$ cat src/rtl/inst_fetch_if.sv
// Bundle between the fetch stage and its neighbours: ROM lookup, execute
// control (redirect/halt), the decode handshake and status.
interface inst_fetch_if;
  logic [7:0]  rom_addr;
  logic [15:0] rom_data;
  logic        redirect_valid;
  logic [7:0]  redirect_addr;
  logic        halt_req;
  logic        out_valid;
  logic        out_ready;
  logic [15:0] out_inst;
  logic [7:0]  out_pc;
  logic        halted;
  logic [15:0] fetch_cnt;

  modport master (
    output rom_addr, out_valid, out_inst, out_pc, halted, fetch_cnt,
    input  rom_data, redirect_valid, redirect_addr, halt_req, out_ready
  );

  modport slave (
    input  rom_addr, out_valid, out_inst, out_pc, halted, fetch_cnt,
    output rom_data, redirect_valid, redirect_addr, halt_req, out_ready
  );
endinterface

$ cat src/rtl/inst_fetch.sv
// Instruction fetch: owns the PC, reads the ROM combinationally and buffers
// {pc, inst} pairs in a circular prefetch queue drained by decode.
//   state | meaning
//   RUN   | fetching enabled, one push per cycle when the queue has room
//   HALT  | no pushes, PC held; queue still drains; left only by redirect
module inst_fetch #(
  parameter logic [7:0] RESET_PC = 8'h00,
  parameter int         DEPTH    = 2
) (
  input logic         CLK,
  input logic         RST,
  inst_fetch_if.master bus
);
  localparam int PW = (DEPTH > 1) ? $clog2(DEPTH) : 1;
  localparam int CW = $clog2(DEPTH + 1);
  localparam logic [PW-1:0] LAST = PW'(DEPTH - 1);
  localparam logic [CW-1:0] FULL = CW'(DEPTH);

  typedef enum logic {RUN, HALT} state_t;

  state_t        state;
  logic          halted_q;
  logic [7:0]    pc;
  logic [15:0]   q_inst [DEPTH];
  logic [7:0]    q_pc   [DEPTH];
  logic [PW-1:0] rd_ptr, wr_ptr;
  logic [CW-1:0] count;
  logic [15:0]   fcnt;
  logic          valid, pop, push;

  assign valid = (count != '0);
  assign pop   = valid & bus.out_ready;
  // A full queue can still accept when the head leaves in the same cycle.
  assign push  = (state == RUN) & ~bus.redirect_valid & ~bus.halt_req &
                 ((count < FULL) | pop);

  assign bus.rom_addr  = pc;
  assign bus.out_valid = valid;
  assign bus.out_inst  = valid ? q_inst[rd_ptr] : 16'h0000;
  assign bus.out_pc    = valid ? q_pc[rd_ptr]   : 8'h00;
  assign bus.halted    = halted_q;
  assign bus.fetch_cnt = fcnt;

  always_ff @(posedge CLK or posedge RST) begin
    if (RST) begin
      state    <= RUN;
      halted_q <= 1'b0;
      pc       <= RESET_PC;
      rd_ptr   <= '0;
      wr_ptr   <= '0;
      count    <= '0;
      fcnt     <= 16'h0000;
      for (int i = 0; i < DEPTH; i++) begin
        q_inst[i] <= 16'h0000;
        q_pc[i]   <= 8'h00;
      end
    end else if (bus.redirect_valid) begin
      // Redirect wins over everything: flush, retarget, resume.
      state    <= RUN;
      halted_q <= 1'b0;
      pc       <= bus.redirect_addr;
      rd_ptr   <= '0;
      wr_ptr   <= '0;
      count    <= '0;
    end else begin
      case (state)
        RUN: if (bus.halt_req) begin
          state    <= HALT;
          halted_q <= 1'b1;
        end
        default: ;
      endcase

      if (push) begin
        q_inst[wr_ptr] <= bus.rom_data;
        q_pc[wr_ptr]   <= pc;
        wr_ptr         <= (wr_ptr == LAST) ? '0 : wr_ptr + PW'(1);
        pc             <= pc + 8'd1;
        if (fcnt != 16'hFFFF) fcnt <= fcnt + 16'd1;
      end
      if (pop) rd_ptr <= (rd_ptr == LAST) ? '0 : rd_ptr + PW'(1);

      case ({push, pop})
        2'b10:   count <= count + CW'(1);
        2'b01:   count <= count - CW'(1);
        default: ;
      endcase
    end
  end
endmodule
$ cat src/flat_wrapper.sv
// flat-port wrapper written by rule: the top's interface ports become plain ports
module inst_fetch_flat 
#(
  parameter logic [7:0] RESET_PC = 8'h00,
  parameter int         DEPTH    = 2
)
  (CLK, RST, bus_rom_addr, bus_out_valid, bus_out_inst, bus_out_pc, bus_halted, bus_fetch_cnt, bus_rom_data, bus_redirect_valid, bus_redirect_addr, bus_halt_req, bus_out_ready);
  inst_fetch_if bus_i ();
  input logic CLK;
  input logic RST;
  output wire logic [$bits(bus_i.rom_addr)-1:0] bus_rom_addr;
  output wire logic [$bits(bus_i.out_valid)-1:0] bus_out_valid;
  output wire logic [$bits(bus_i.out_inst)-1:0] bus_out_inst;
  output wire logic [$bits(bus_i.out_pc)-1:0] bus_out_pc;
  output wire logic [$bits(bus_i.halted)-1:0] bus_halted;
  output wire logic [$bits(bus_i.fetch_cnt)-1:0] bus_fetch_cnt;
  input wire logic [$bits(bus_i.rom_data)-1:0] bus_rom_data;
  input wire logic [$bits(bus_i.redirect_valid)-1:0] bus_redirect_valid;
  input wire logic [$bits(bus_i.redirect_addr)-1:0] bus_redirect_addr;
  input wire logic [$bits(bus_i.halt_req)-1:0] bus_halt_req;
  input wire logic [$bits(bus_i.out_ready)-1:0] bus_out_ready;
  assign bus_rom_addr = bus_i.rom_addr;
  assign bus_out_valid = bus_i.out_valid;
  assign bus_out_inst = bus_i.out_inst;
  assign bus_out_pc = bus_i.out_pc;
  assign bus_halted = bus_i.halted;
  assign bus_fetch_cnt = bus_i.fetch_cnt;
  assign bus_i.rom_data = bus_rom_data;
  assign bus_i.redirect_valid = bus_redirect_valid;
  assign bus_i.redirect_addr = bus_redirect_addr;
  assign bus_i.halt_req = bus_halt_req;
  assign bus_i.out_ready = bus_out_ready;
  inst_fetch #(.RESET_PC(RESET_PC), .DEPTH(DEPTH)) u_core (.CLK(CLK), .RST(RST), .bus(bus_i));
endmodule
$ cat config.mk
export PLATFORM = sky130hd
export DESIGN_NAME = inst_fetch_flat
export DESIGN_NICKNAME = d
export VERILOG_FILES = /design/src/rtl/inst_fetch_if.sv /design/src/rtl/inst_fetch.sv /design/src/flat_wrapper.sv
export SDC_FILE = /design/constraint.sdc
export NUM_CORES = 1
export LEC_CHECK = 0
export BUFFER_PORTS_ARGS = -buffer_cell sky130_fd_sc_hd__buf_2
export CORE_MARGIN = 10
export CORE_UTILIZATION = 45
export DETAILED_ROUTE_END_ITERATION = 6
export PLACE_DENSITY = 0.79
export REMOVE_ABC_BUFFERS = 1
export SYNTH_ARGS = -nofsm -noshare
export SYNTH_HDL_FRONTEND = slang
export SYNTH_SLANG_ARGS = --single-unit
$ cat constraint.sdc
create_clock -name CLK -period 2.7 [get_ports CLK]
set_clock_uncertainty 0.1 [all_clocks]
set_input_delay 0.135 -clock CLK [delete_from_list [all_inputs] [get_ports CLK]]
set_output_delay 0.135 -clock CLK [all_outputs]
set_load 0.05 [all_outputs]
==> summary.txt, run 1 <==
Outcome
  – Status: complete, no violations

Yosys
  – Yosys warning count: 0
  – Yosys reg bits: 78
  – Largest area contributor in the netlist: dfrtp_1
  – Count leader, synth: dfrtp_1
  – Multiplexer share of the synthesized area: 0.223
  – Avg Inst Size Synth: 11.9 sq um
  – Seq/Total Area, Yosys: 0.528
  – Post-Synthesis Cell Area: 3690 sq um
  – Synthesized netlist cell count: roughly 310
  – Synth cell count leaders: dfrtp_1 (78), mux2_2 (50), nor2_1 (33)
  – Top post-synthesis cells by area: dfrtp_1 (53%), mux2_2 (15%), mux2i_1 (7.0%)
  – Synthesized-area fraction occupied by adder cells: 0.00678
  – EDFF count, synth: 0
  – FFs w/ async S/R, synth: 1.00
  – Compound-Gate Fraction of Synth Area: 0.0376
  – Simple-gate share of the synthesized area: 0.138
  – Largest family of logic cells by synthesized area: multiplexers
  – Share of the synthesized area in the top cell type: 0.528
  – Commonest register cell after synthesis: dfrtp_1
  – Synth Area in XOR/XNOR: 0.0427
  – Synth cell types: 37

Finish
  – Layout area overhead: 26.6%
  – Multi-input gate area in the final layout: 1660 sq um
  – FILL cells: ~670
  – Reg area: between 1500 and 2000 sq um
  – ANT cells: 0
  – Final #Nets: between 400 and 500
  – Final Util: 0.596
  – Share of post-route cells with drive strength above 1: 0.371

Placed design
  – Port bufs: between 70 and 80
  – Routability cong.: between 0.7 and 0.8
  – Hpwl dp: slightly above 6 mm

Clock network
  – Clk root buf: clkbuf_8
  – CTS Hold Bufs: 24
  – CTS Buf Count: 9
  – H-tree Lvls: 3
  – Clock-pin slew on the worst setup and hold paths: ~0.07 ns
  – Worst skew pair latency: roughly 0.34 ns
  – CTS Buffer Depth: 2
  – # Post-CTS Setup Buffers: 0
  – CTS tree: done
  – Resized Gates After CTS: 0
  – CTS sink count: ~80

STA
  – Final Cycle Share: 0.814
  – RSZ-0062 raised after global routing: false
  – Min Clock Period, post-route: between 2 and 2.5 ns
  – Final count of hold timing violations: 0
  – Fin. max-slew vios: 0
  – Highest clock rate: roughly 0.45 GHz
  – Min Hold Slack: approximately 0.018 ns
  – Final setup vio count: 0
  – Worst slew pin tran: roughly 0.8 ns
  – TNS Setup: 0 ns
  – Normalized max-slew margin: 0.454

Pwr
  – Overall power: approximately 3800 uW
  – Pwr Density: 807 nW/um^2
  – Worst VDD drop: ~890 uV
  – Leak: ~0.0022 uW

Setup path
  – Cell Chain, Critical Path: buf_4 -> mux2i_1 -> nor2_1 -> buf_2
  – Reg2Reg Depth: 5
  – Reg-to-reg setup timing slack: 0.63 ns
  – CP Data Arrival Time: 1.96 ns
  – Crit path capture type: output pin
  – CP Class: reg -> out
  – RR Startpoint: u_core.count[1]$_DFFE_PP0P_
  – CP Data Required Time: roughly 2.5 ns
  – R2r endpoint: u_core.q_inst[24]$_DFFE_PP0P_
  – CP max-delay cell: dfrtp_1
  – CP max stage delay: 0.66 ns
  – Kind of cell adding the most delay to the critical path: buffers and inverters
  – Buf+Inv Stages, Crit Path: 2
  – Startpoint Class: flip-flop
  – Crit-path max FO: 17

Floorplanning
  – Horiz. Die Dim: 111 um
  – Core Region: slightly below 8000 sq um
  – Die ar.: around 12,000 sq um
  – Die height: approximately 110 um
  – Initial cell density of the core: 0.471
  – # rows: 32
  – I/O pin cnt: 79

GRT
  – Total global-route track usage: 0.142
  – Most Crowded Layer GR: met2
  – Global routing met3 resource utilization: 0.0470
  – M2 GR Usage: 0.240
  – Initial antenna violation count: 0
  – First-pass GRT wire length: roughly 15 mm
  – Total grt overflow: 0
  – Pin count of the biggest net entering global routing: 49
  – Vias in the first global route: between 2,000 and 3,000
  – Met1 usage: 0.170

Drt
  – Post-DR vias/cell: around 5.3
  – First-pass iteration count of the detailed router: 4
  – Wire per inst: around 17 um
  – Via count: about 2,800
  – WL final: approximately 8.7 mm
  – DRT antenna net count: 0
  – DRC: 0
  – Starting DRT DRC Count: around 110

Hold path
  – Hold endpoint: u_core.bus.halted$_DFFE_PP0P_
  – Hold Path Class: in -> reg
  – Hold depth: 3
  – Hold Path Origin: bus_halt_req

Run
  – Max-Cap Viols: 0
layer usage:
layer,wire length [um],vias to the layer above
met2,4210,64
met1,3900,1360
met4,82,0
met3,470,11
li1,-,1316
met5,0,-
cell type report:
type                            count  share of cell area
Inverter                            4             0.00348
Tap cell                          102              0.0273
Clock inverter                      3              0.0193
Multi-Input combinational cell    215               0.354
Clock buffer                       13              0.0340
Timing Repair Buffer              108               0.145
Sequential cell                    78               0.417
cell families (layout without fill, tap and decap cells):
| kind of cell | after synthesis | in the layout |
|---|---|---|
| AOI/OAI and AO/OA | 23 | 23 |
| xor gates and xnor gates | 18 | 18 |
| and+or+nand+nor | 96 | 96 |
| buffers and inverters | 18 | 128 |
| adders and majority gates | 2 | 2 |
| muxes | 76 | 76 |
| DFF | 78 | 78 |
flip-flops by register name (all words and copies together) (netlist names):
register,flops
u_core.q_inst,32
u_core.bus.halted,1
u_core.rd_ptr,1
u_core.bus.fetch_cnt,16
u_core.q_pc,16
u_core.wr_ptr,1
u_core.state,1
u_core.count,2
u_core.bus.rom_addr,8
placed cells by master (no fill, tap or decap), types with 2 or more instances in the layout:
master and count:
nand4_1 9, dfrtp_1 78, buf_4 6, and3_1 3, inv_1 3, dlygate4sd3_1 24
and2_1 2, mux2_2 50, o21ai_0 11, nor2b_1 2, nand2_1 14, nor3_1 6
xor2_1 14, and4_1 3, a41oi_1 2, bufinv_16 3, a31oi_1 2, nor4_1 3
buf_2 78, clkbuf_8 11, clkbuf_1 2, nor2_2 2, nor2_1 32, nor3b_1 2
nand3_1 8, a21oi_1 4, xnor2_1 4, ha_1 2, o31a_1 2, mux2i_1 26
nand2b_1 3
power breakdown:
| group | switching (uW) | leakage, uW | internal [uW] |
|---|---|---|---|
| logic | 617 | 0.00108 | 410 |
| clock network | 406 | 0.000124 | 666 |
| registers | 211 | 0.000964 | 1460 |
| total | 1230 | 0.00217 | 2540 |
worst max path at each step:
stage,cells after the start,from,to
3_3_place_gp,5,u_core.count[1]$_DFFE_PP0P_,u_core.q_inst[31]$_DFFE_PP0P_
3_5_place_dp,5,u_core.count[1]$_DFFE_PP0P_,u_core.q_inst[18]$_DFFE_PP0P_
5_1_grt,4,u_core.rd_ptr$_DFFE_PP0P_,bus_out_pc[4]
2_1_floorplan,1,RST,u_core.bus.fetch_cnt[0]$_DFFE_PP0P_
6_report,4,u_core.rd_ptr$_DFFE_PP0P_,bus_out_pc[4]
4_1_cts,4,u_core.rd_ptr$_DFFE_PP0P_,bus_out_pc[4]
worst min-delay path: cells and delay by family:
kind                   cells  cell delay [ns]
AND/OR/NAND/NOR            1             0.08
buffers and inverters      1             0.14
AO/OA/AOI/OAI              1             0.08
per-stage QoR:
step                      instances  area (sq um)  setup WS, ns
after floorplan                 297          3620         0.470
after global placement          483          4190         0.732
after detailed placement        483          4190         0.678
after CTS                       523          4680         0.476
after global routing            523          4680         0.365
final                           523          4680         0.502
Power figures use the tool's default switching activity.
==> run 2, diff against run 1 <==
==> constraint.sdc (replaced) <==
create_clock -name CLK -period 2.1 [get_ports CLK]
set_clock_uncertainty 0.1 [all_clocks]
set_input_delay 0.105 -clock CLK [delete_from_list [all_inputs] [get_ports CLK]]
set_output_delay 0.105 -clock CLK [all_outputs]
set_load 0.05 [all_outputs]
==> run 2 against run 1 <==
  * Count of clock-buffer cells in the layout down 3
  * Routed wire length fell by 0.31%
  * Sequential cell count unchanged
  * First-iteration DRC count shrank 15%
  * Total power increased by 25%
  * Global-route usage down 0.38 points
  * Largest cell class unchanged
  * Non-clock buffer count rose by 4
  * Largest power group unchanged
  * Register-to-register slack got worse by 0.38 ns
  * Sequential share of layout area decreased by 0.51 points
==> summary.txt, run 2 (synthesis results as in run 1) <==
STA
  – Final Cycle Share: 0.921
  – Fin. max-slew vios: 0 (unchanged)
  – RSZ-0062 raised after global routing: false
  – Final count of hold timing violations: 0 (unchanged)
  – Worst slew pin tran: 0.438 ns (-0.381 ns)
  – Normalized max-slew margin: 0.701 (+0.247)
  – Final setup vio count: 0 (unchanged)
  – Min Clock Period, post-route: between 1.5 and 2 ns
  – Highest clock rate: 0.517 GHz

Finish
  – Max reg flops: 32 (unchanged)
  – Reg area: 1950 sq um (unchanged)
  – ANT cells: 0 (unchanged)
  – Share of post-route cells with drive strength above 1: 0.374 (+0.00357)
  – Largest register by flop count: u_core.q_inst
  – Final Util: 0.603 (+0.00733)
  – Final #Nets: 451 (+0.89%)
  – Layout area overhead: 28.2%
  – Multi-input gate area in the final layout: 1660 sq um (unchanged)
  – Final non-filler cell total: 527 (+0.76%)
  – FILL cells: 642 (-4.5%)
  – Most frequent cells in the layout: buf_2 (78), dfrtp_1 (78), mux2_2 (50)

Floorplanning
  – I/O pin cnt: 79 (unchanged)
  – Horiz. Die Dim: 111 um (unchanged)
  – Die height: 111 um (unchanged)
  – Core Region: 7850 sq um (unchanged)
  – Initial cell density of the core: 0.471 (unchanged)
  – # rows: 32 (unchanged)
  – Die ar.: 12,200 sq um (unchanged)

Hold path
  – Hold depth: 4 (+1)
  – Hold Path Class: in -> reg
  – Hold Path Origin: bus_out_ready

Clock network
  – CTS Buf Count: 9 (unchanged)
  – # Post-CTS Setup Buffers: 0 (unchanged)
  – Clk root buf: clkbuf_8
  – CTS sink count: 78 (unchanged)
  – Clock-pin slew on the worst setup and hold paths: 0.07 ns (about the same)
  – CTS tree: done
  – CTS Buffer Depth: 2 (unchanged)
  – Worst skew pair latency: 0.35 ns (about the same)
  – H-tree Lvls: 3 (unchanged)

GRT
  – Initial antenna violation count: 0 (unchanged)
  – First-pass GRT wire length: 14.3 mm (-2.4%)
  – Total grt overflow: 0 (unchanged)
  – Vias in the first global route: 2,931 (+0.31%)
  – Total global-route track usage: 0.138 (-0.00384)
  – Pin count of the biggest net entering global routing: 79 (+61%)

Drt
  – WL final: 8.63 mm (-0.31%)
  – DRT antenna net count: 0 (unchanged)
  – First-pass iteration count of the detailed router: 4 (unchanged)
  – DRC: 0 (unchanged)
  – Starting DRT DRC Count: 90 (-15%)
  – Wire per inst: 16.4 um (-1.1%)
  – Post-DR vias/cell: 5.23 (-0.61%)
  – Via count: 2,755 (+0.15%)

Run
  – Max-Cap Viols: 0 (unchanged)

Setup path
  – RR Startpoint: u_core.bus.fetch_cnt[0]$_DFFE_PP0P_
  – CP startpoint: u_core.rd_ptr$_DFFE_PP0P_
  – CP Class: reg -> out
  – CP Data Arrival Time: 1.73 ns (-0.23 ns)
  – Startpoint Class: flip-flop
  – Reg2Reg Depth: 5 (unchanged)
  – Crit-path max FO: 19 (+2)
  – CP Data Required Time: 1.89 ns (-0.58 ns)
  – Crit path capture type: output pin

Placed design
  – Routability cong.: 0.779 (+0.84%)
  – Hpwl dp: 5.89 mm (-2.9%)
  – Port bufs: 78 (unchanged)
  – DP Cell Count: 485 (+0.41%)

Outcome
  – Status: complete, no violations

Pwr
  – Overall power: 4720 uW (+25%)
  – Leak: 0.00219 uW (+0.83%)
  – Pwr Density: 998 nW/um^2 (+24%)
  – Worst VDD drop: 940 uV (+5.8%)
[run 2: layout make-up]
cell class              instances  share of cell area
flip-flops and latches         78               0.412
multi-input cells             215               0.350
clock inverters                 6              0.0198
repair buffers                112               0.161
clock buffers                  10              0.0270
well taps                     102              0.0270
inverters                       4             0.00344
[run 2: final timing paths]
check / endpoint / slack (ns)
max reg2reg: u_core.bus.fetch_cnt[1]$_DFFE_PP0P_ / 0.25
max in group asynchronous: u_core.wr_ptr$_DFFE_PP0P_ / 1.30
min: u_core.rd_ptr$_DFFE_PP0P_ / 0.1
max: bus_out_inst[10] / 0.17
min reg2reg: u_core.q_pc[5]$_DFFE_PP0P_ / 0.41
min in group asynchronous: u_core.bus.fetch_cnt[4]$_DFFE_PP0P_ / 0.28
[run 2: metrics by stage]
stage	hold slack, ns	setup TNS, ns	cell area [sq um]	setup slack, ns
2_1_floorplan	0.0681	-7.80	3620	-0.100
3_3_place_gp	0.119	0	4250	0.340
3_5_place_dp	0.126	0	4250	0.260
4_1_cts	0.0830	0	4730	0.164
5_1_grt	0.134	0	4730	0.0546
6_report	0.0972	0	4730	0.166
[run 2: worst max-delay path, stage by stage, from the launching register on]
cell	delay, ns
dfrtp_1	0.62
buf_12	0.25
mux2i_1	0.23
nor2_1	0.06
buf_2	0.22
[run 2: per-layer routing]
metal  part of all wire  GRT usage  up-vias
met5                  0          0        -
met4             0.0090     0.0345        0
met3              0.056     0.0519        9
met2               0.50      0.232       64
met1               0.44      0.162     1357
li1                   -          -     1325
[run 2: timing repair]
action	in CTS	in global routing
gates resized for setup	0	0
hold buffers	26	0
hold endpoints to repair	119	0
[run 2: report_power, final]
group | switching, uW | internal, uW | leakage (uW) | total (uW)
clock network | 566 | 678 | 0.000107 | 1240
logic | 792 | 541 | 0.00111 | 1330
registers | 269 | 1880 | 0.000964 | 2150
==> run 3, diff against run 2 <==
--- a/config.mk
+++ b/config.mk
@@ -9,6 +9,7 @@
 export CORE_MARGIN = 10
 export CORE_UTILIZATION = 45
 export DETAILED_ROUTE_END_ITERATION = 6
+export MAX_ROUTING_LAYER = met4
 export PLACE_DENSITY = 0.79
 export REMOVE_ABC_BUFFERS = 1
 export SYNTH_ARGS = -nofsm -noshare
==> run 3 against run 2 <==
  * Sequential power is essentially flat
  * Sequential cell count unchanged
  * Critical endpoint unchanged
  * Count of clock-buffer cells in the layout unchanged
  * Clock power about the same
  * First-iteration DRC count down 6.7%
  * Via count rose by 0.25%
  * Die area unchanged
  * Core utilization unchanged
  * Register-to-register slack is essentially flat
  * Maximum frequency up 0.31%
  * Worst setup slack better by 0.0060 ns
  * Sequential share of layout area did not move
==> summary.txt, run 3 (synthesis results as in run 1) <==
Drt
  – Post-DR vias/cell: 5.24 (+0.25%)
  – DRT antenna net count: 0 (unchanged)
  – WL final: 8.63 mm (about the same)
  – Wire per inst: 16.4 um (about the same)
  – Via count: 2,762 (+0.25%)
  – First-pass iteration count of the detailed router: 4 (unchanged)
  – Starting DRT DRC Count: 84 (-6.7%)
  – DRC: 0 (unchanged)

Setup path
  – R2r endpoint: u_core.bus.fetch_cnt[1]$_DFFE_PP0P_
  – Cell Chain, Critical Path: buf_12 -> mux2i_1 -> nor2_1 -> buf_2
  – CP Data Required Time: 1.89 ns (about the same)
  – Crit path capture type: output pin
  – CP max stage delay: 0.61 ns (about the same)
  – CP Class: reg -> out
  – Startpoint Class: flip-flop
  – Reg2Reg Depth: 5 (unchanged)
  – CP max-delay cell: dfrtp_1
  – CP Data Arrival Time: 1.72 ns (about the same)
  – RR Startpoint: u_core.bus.fetch_cnt[0]$_DFFE_PP0P_
  – Crit-path max FO: 19 (unchanged)
  – Reg-to-reg setup timing slack: 0.25 ns (about the same)

Pwr
  – Overall power: 4730 uW (about the same)
  – Clk network pwr share: 0.264 (about the same)
  – Worst VDD drop: 941 uV (+0.12%)
  – Pwr Density: 998 nW/um^2 (about the same)
  – Net Sw Frac: 0.345 (about the same)
  – Int Pwr: 3100 uW (about the same)
  – Leak: 0.00219 uW (unchanged)
  – Seq pwr share: 0.454 (about the same)
  – Comb power frac: 0.282 (about the same)
  – Switching Power: 1630 uW (+0.15%)

Floorplanning
  – # rows: 32 (unchanged)
  – Die height: 111 um (unchanged)
  – I/O pin cnt: 79 (unchanged)
  – Die ar.: 12,200 sq um (unchanged)
  – Initial cell density of the core: 0.471 (unchanged)
  – Horiz. Die Dim: 111 um (unchanged)
  – Core Region: 7850 sq um (unchanged)

Clock network
  – CTS Buf Count: 9 (unchanged)
  – CTS Hold Bufs: 26 (unchanged)
  – CTS Buffer Depth: 2 (unchanged)
  – Clk root buf: clkbuf_8
  – Worst skew pair latency: 0.35 ns (about the same)
  – CTS tree: done
  – Resized Gates After CTS: 0 (unchanged)
  – # Post-CTS Setup Buffers: 0 (unchanged)
  – CTS sink count: 78 (unchanged)
  – Clock-pin slew on the worst setup and hold paths: 0.07 ns (about the same)
  – H-tree Lvls: 3 (unchanged)

Finish
  – Max reg flops: 32 (unchanged)
  – Most frequent cells in the layout: buf_2 (78), dfrtp_1 (78), mux2_2 (50)
  – Final #Nets: 451 (unchanged)
  – ANT cells: 0 (unchanged)
  – Layout area overhead: 28.2% (unchanged)
  – FILL cells: 642 (unchanged)
  – Largest register by flop count: u_core.q_inst
  – Share of post-route cells with drive strength above 1: 0.374 (unchanged)
  – Reg area: 1950 sq um (unchanged)
  – Multi-input gate area in the final layout: 1660 sq um (unchanged)

Hold path
  – Hold endpoint: u_core.rd_ptr$_DFFE_PP0P_
  – Hold depth: 4 (unchanged)
  – Hold Path Class: in -> reg
  – Hold Path Origin: bus_out_ready

STA
  – Normalized max-slew margin: 0.700 (about the same)
  – Highest clock rate: 0.519 GHz (+0.31%)
  – Final setup vio count: 0 (unchanged)
  – RSZ-0062 raised after global routing: false
  – Min Hold Slack: 0.0870 ns (-0.0102 ns)
  – Final Cycle Share: 0.918 (-0.00287)
  – Fin. max-slew vios: 0 (unchanged)
  – Final count of hold timing violations: 0 (unchanged)
  – Worst slew pin tran: 0.438 ns (+0.000633 ns)
  – Min Clock Period, post-route: 1.93 ns (-0.00602 ns)

GRT
  – Vias in the first global route: 2,928 (-0.10%)
  – First-pass GRT wire length: 14.3 mm (about the same)
  – Pin count of the biggest net entering global routing: 79 (unchanged)
  – Total grt overflow: 0 (unchanged)
  – Initial antenna violation count: 0 (unchanged)
  – Total global-route track usage: 0.142 (+0.00398)

Placed design
  – Hpwl dp: 5.89 mm (unchanged)
  – Routability cong.: 0.790 (+1.4%)
  – Port bufs: 78 (unchanged)

Outcome
  – Status: complete, no violations

Run
  – Max-Cap Viols: 0 (unchanged)
[run 3: cell counts in the layout (fill, tap and decap cells not counted)]
Identical to the previous run, type by type.
[run 3: critical path, delay by kind of cell, from the launching register on]
kind / cells / cell delay [ns]
buf+inv: 2 / 0.47
flops: 1 / 0.61
mux: 1 / 0.23
simple gates: 1 / 0.06
[run 3: area by class of cell]
cell class | count | share of cell area
Sequential cell | 78 | 0.412
Multi-Input combinational cell | 215 | 0.350
Timing Repair Buffer | 112 | 0.161
Clock buffer | 10 | 0.0270
Tap cell | 102 | 0.0270
Clock inverter | 6 | 0.0198
Inverter | 4 | 0.00344
[run 3: metrics by stage]
stage                     worst slack [ns]  instance area (sq um)  utilization  instances  TNS (ns)
after floorplan                     -0.100                   3620            -        297     -7.80
after global placement               0.340                   4250        0.542        485         0
after detailed placement             0.260                   4250        0.542        485         0
after CTS                            0.164                   4730        0.603        527         0
after global routing                0.0548                   4730        0.603        527         0
final                                0.172                   4730        0.603        527         0
[run 3: power by group through the flow]
| stage | registers (uW) | logic (uW) | clock network (uW) |
|---|---|---|---|
| 6_report | 2150 | 1330 | 1250 |
| 5_1_grt | 2200 | 1440 | 1330 |
| 4_1_cts | 2150 | 1350 | 1270 |
| 3_5_place_dp | 2170 | 1310 | 0 |
| 3_3_place_gp | 2140 | 1270 | 0 |
| 2_1_floorplan | 2350 | 760 | 0 |
[run 3: layer usage]
| metal | global-route usage | vias up | routed length (um) | part of all wire |
|---|---|---|---|---|
| li1 | - | 1325 | - | - |
| met1 | 0.166 | 1362 | 3840 | 0.45 |
| met2 | 0.232 | 65 | 4280 | 0.50 |
| met3 | 0.0465 | 10 | 431 | 0.050 |
| met4 | 0.0345 | 0 | 76 | 0.0088 |
| met5 | - | - | 0 | 0 |
[run 3: worst max-delay path by stage]
stage                     slack (ns)                                  end                      start
final                           0.17                     bus_out_inst[10]  u_core.rd_ptr$_DFFE_PP0P_
after global routing            0.05                        bus_out_pc[6]  u_core.rd_ptr$_DFFE_PP0P_
after CTS                       0.16                        bus_out_pc[6]  u_core.rd_ptr$_DFFE_PP0P_
after detailed placement        0.26          u_core.q_pc[12]$_DFFE_PP0P_     u_core.state$_DFF_PP0_
after global placement          0.34           u_core.q_pc[8]$_DFFE_PP0P_     u_core.state$_DFF_PP0_
after floorplan                -0.10  u_core.bus.fetch_cnt[0]$_DFFE_PP0P_                        RST
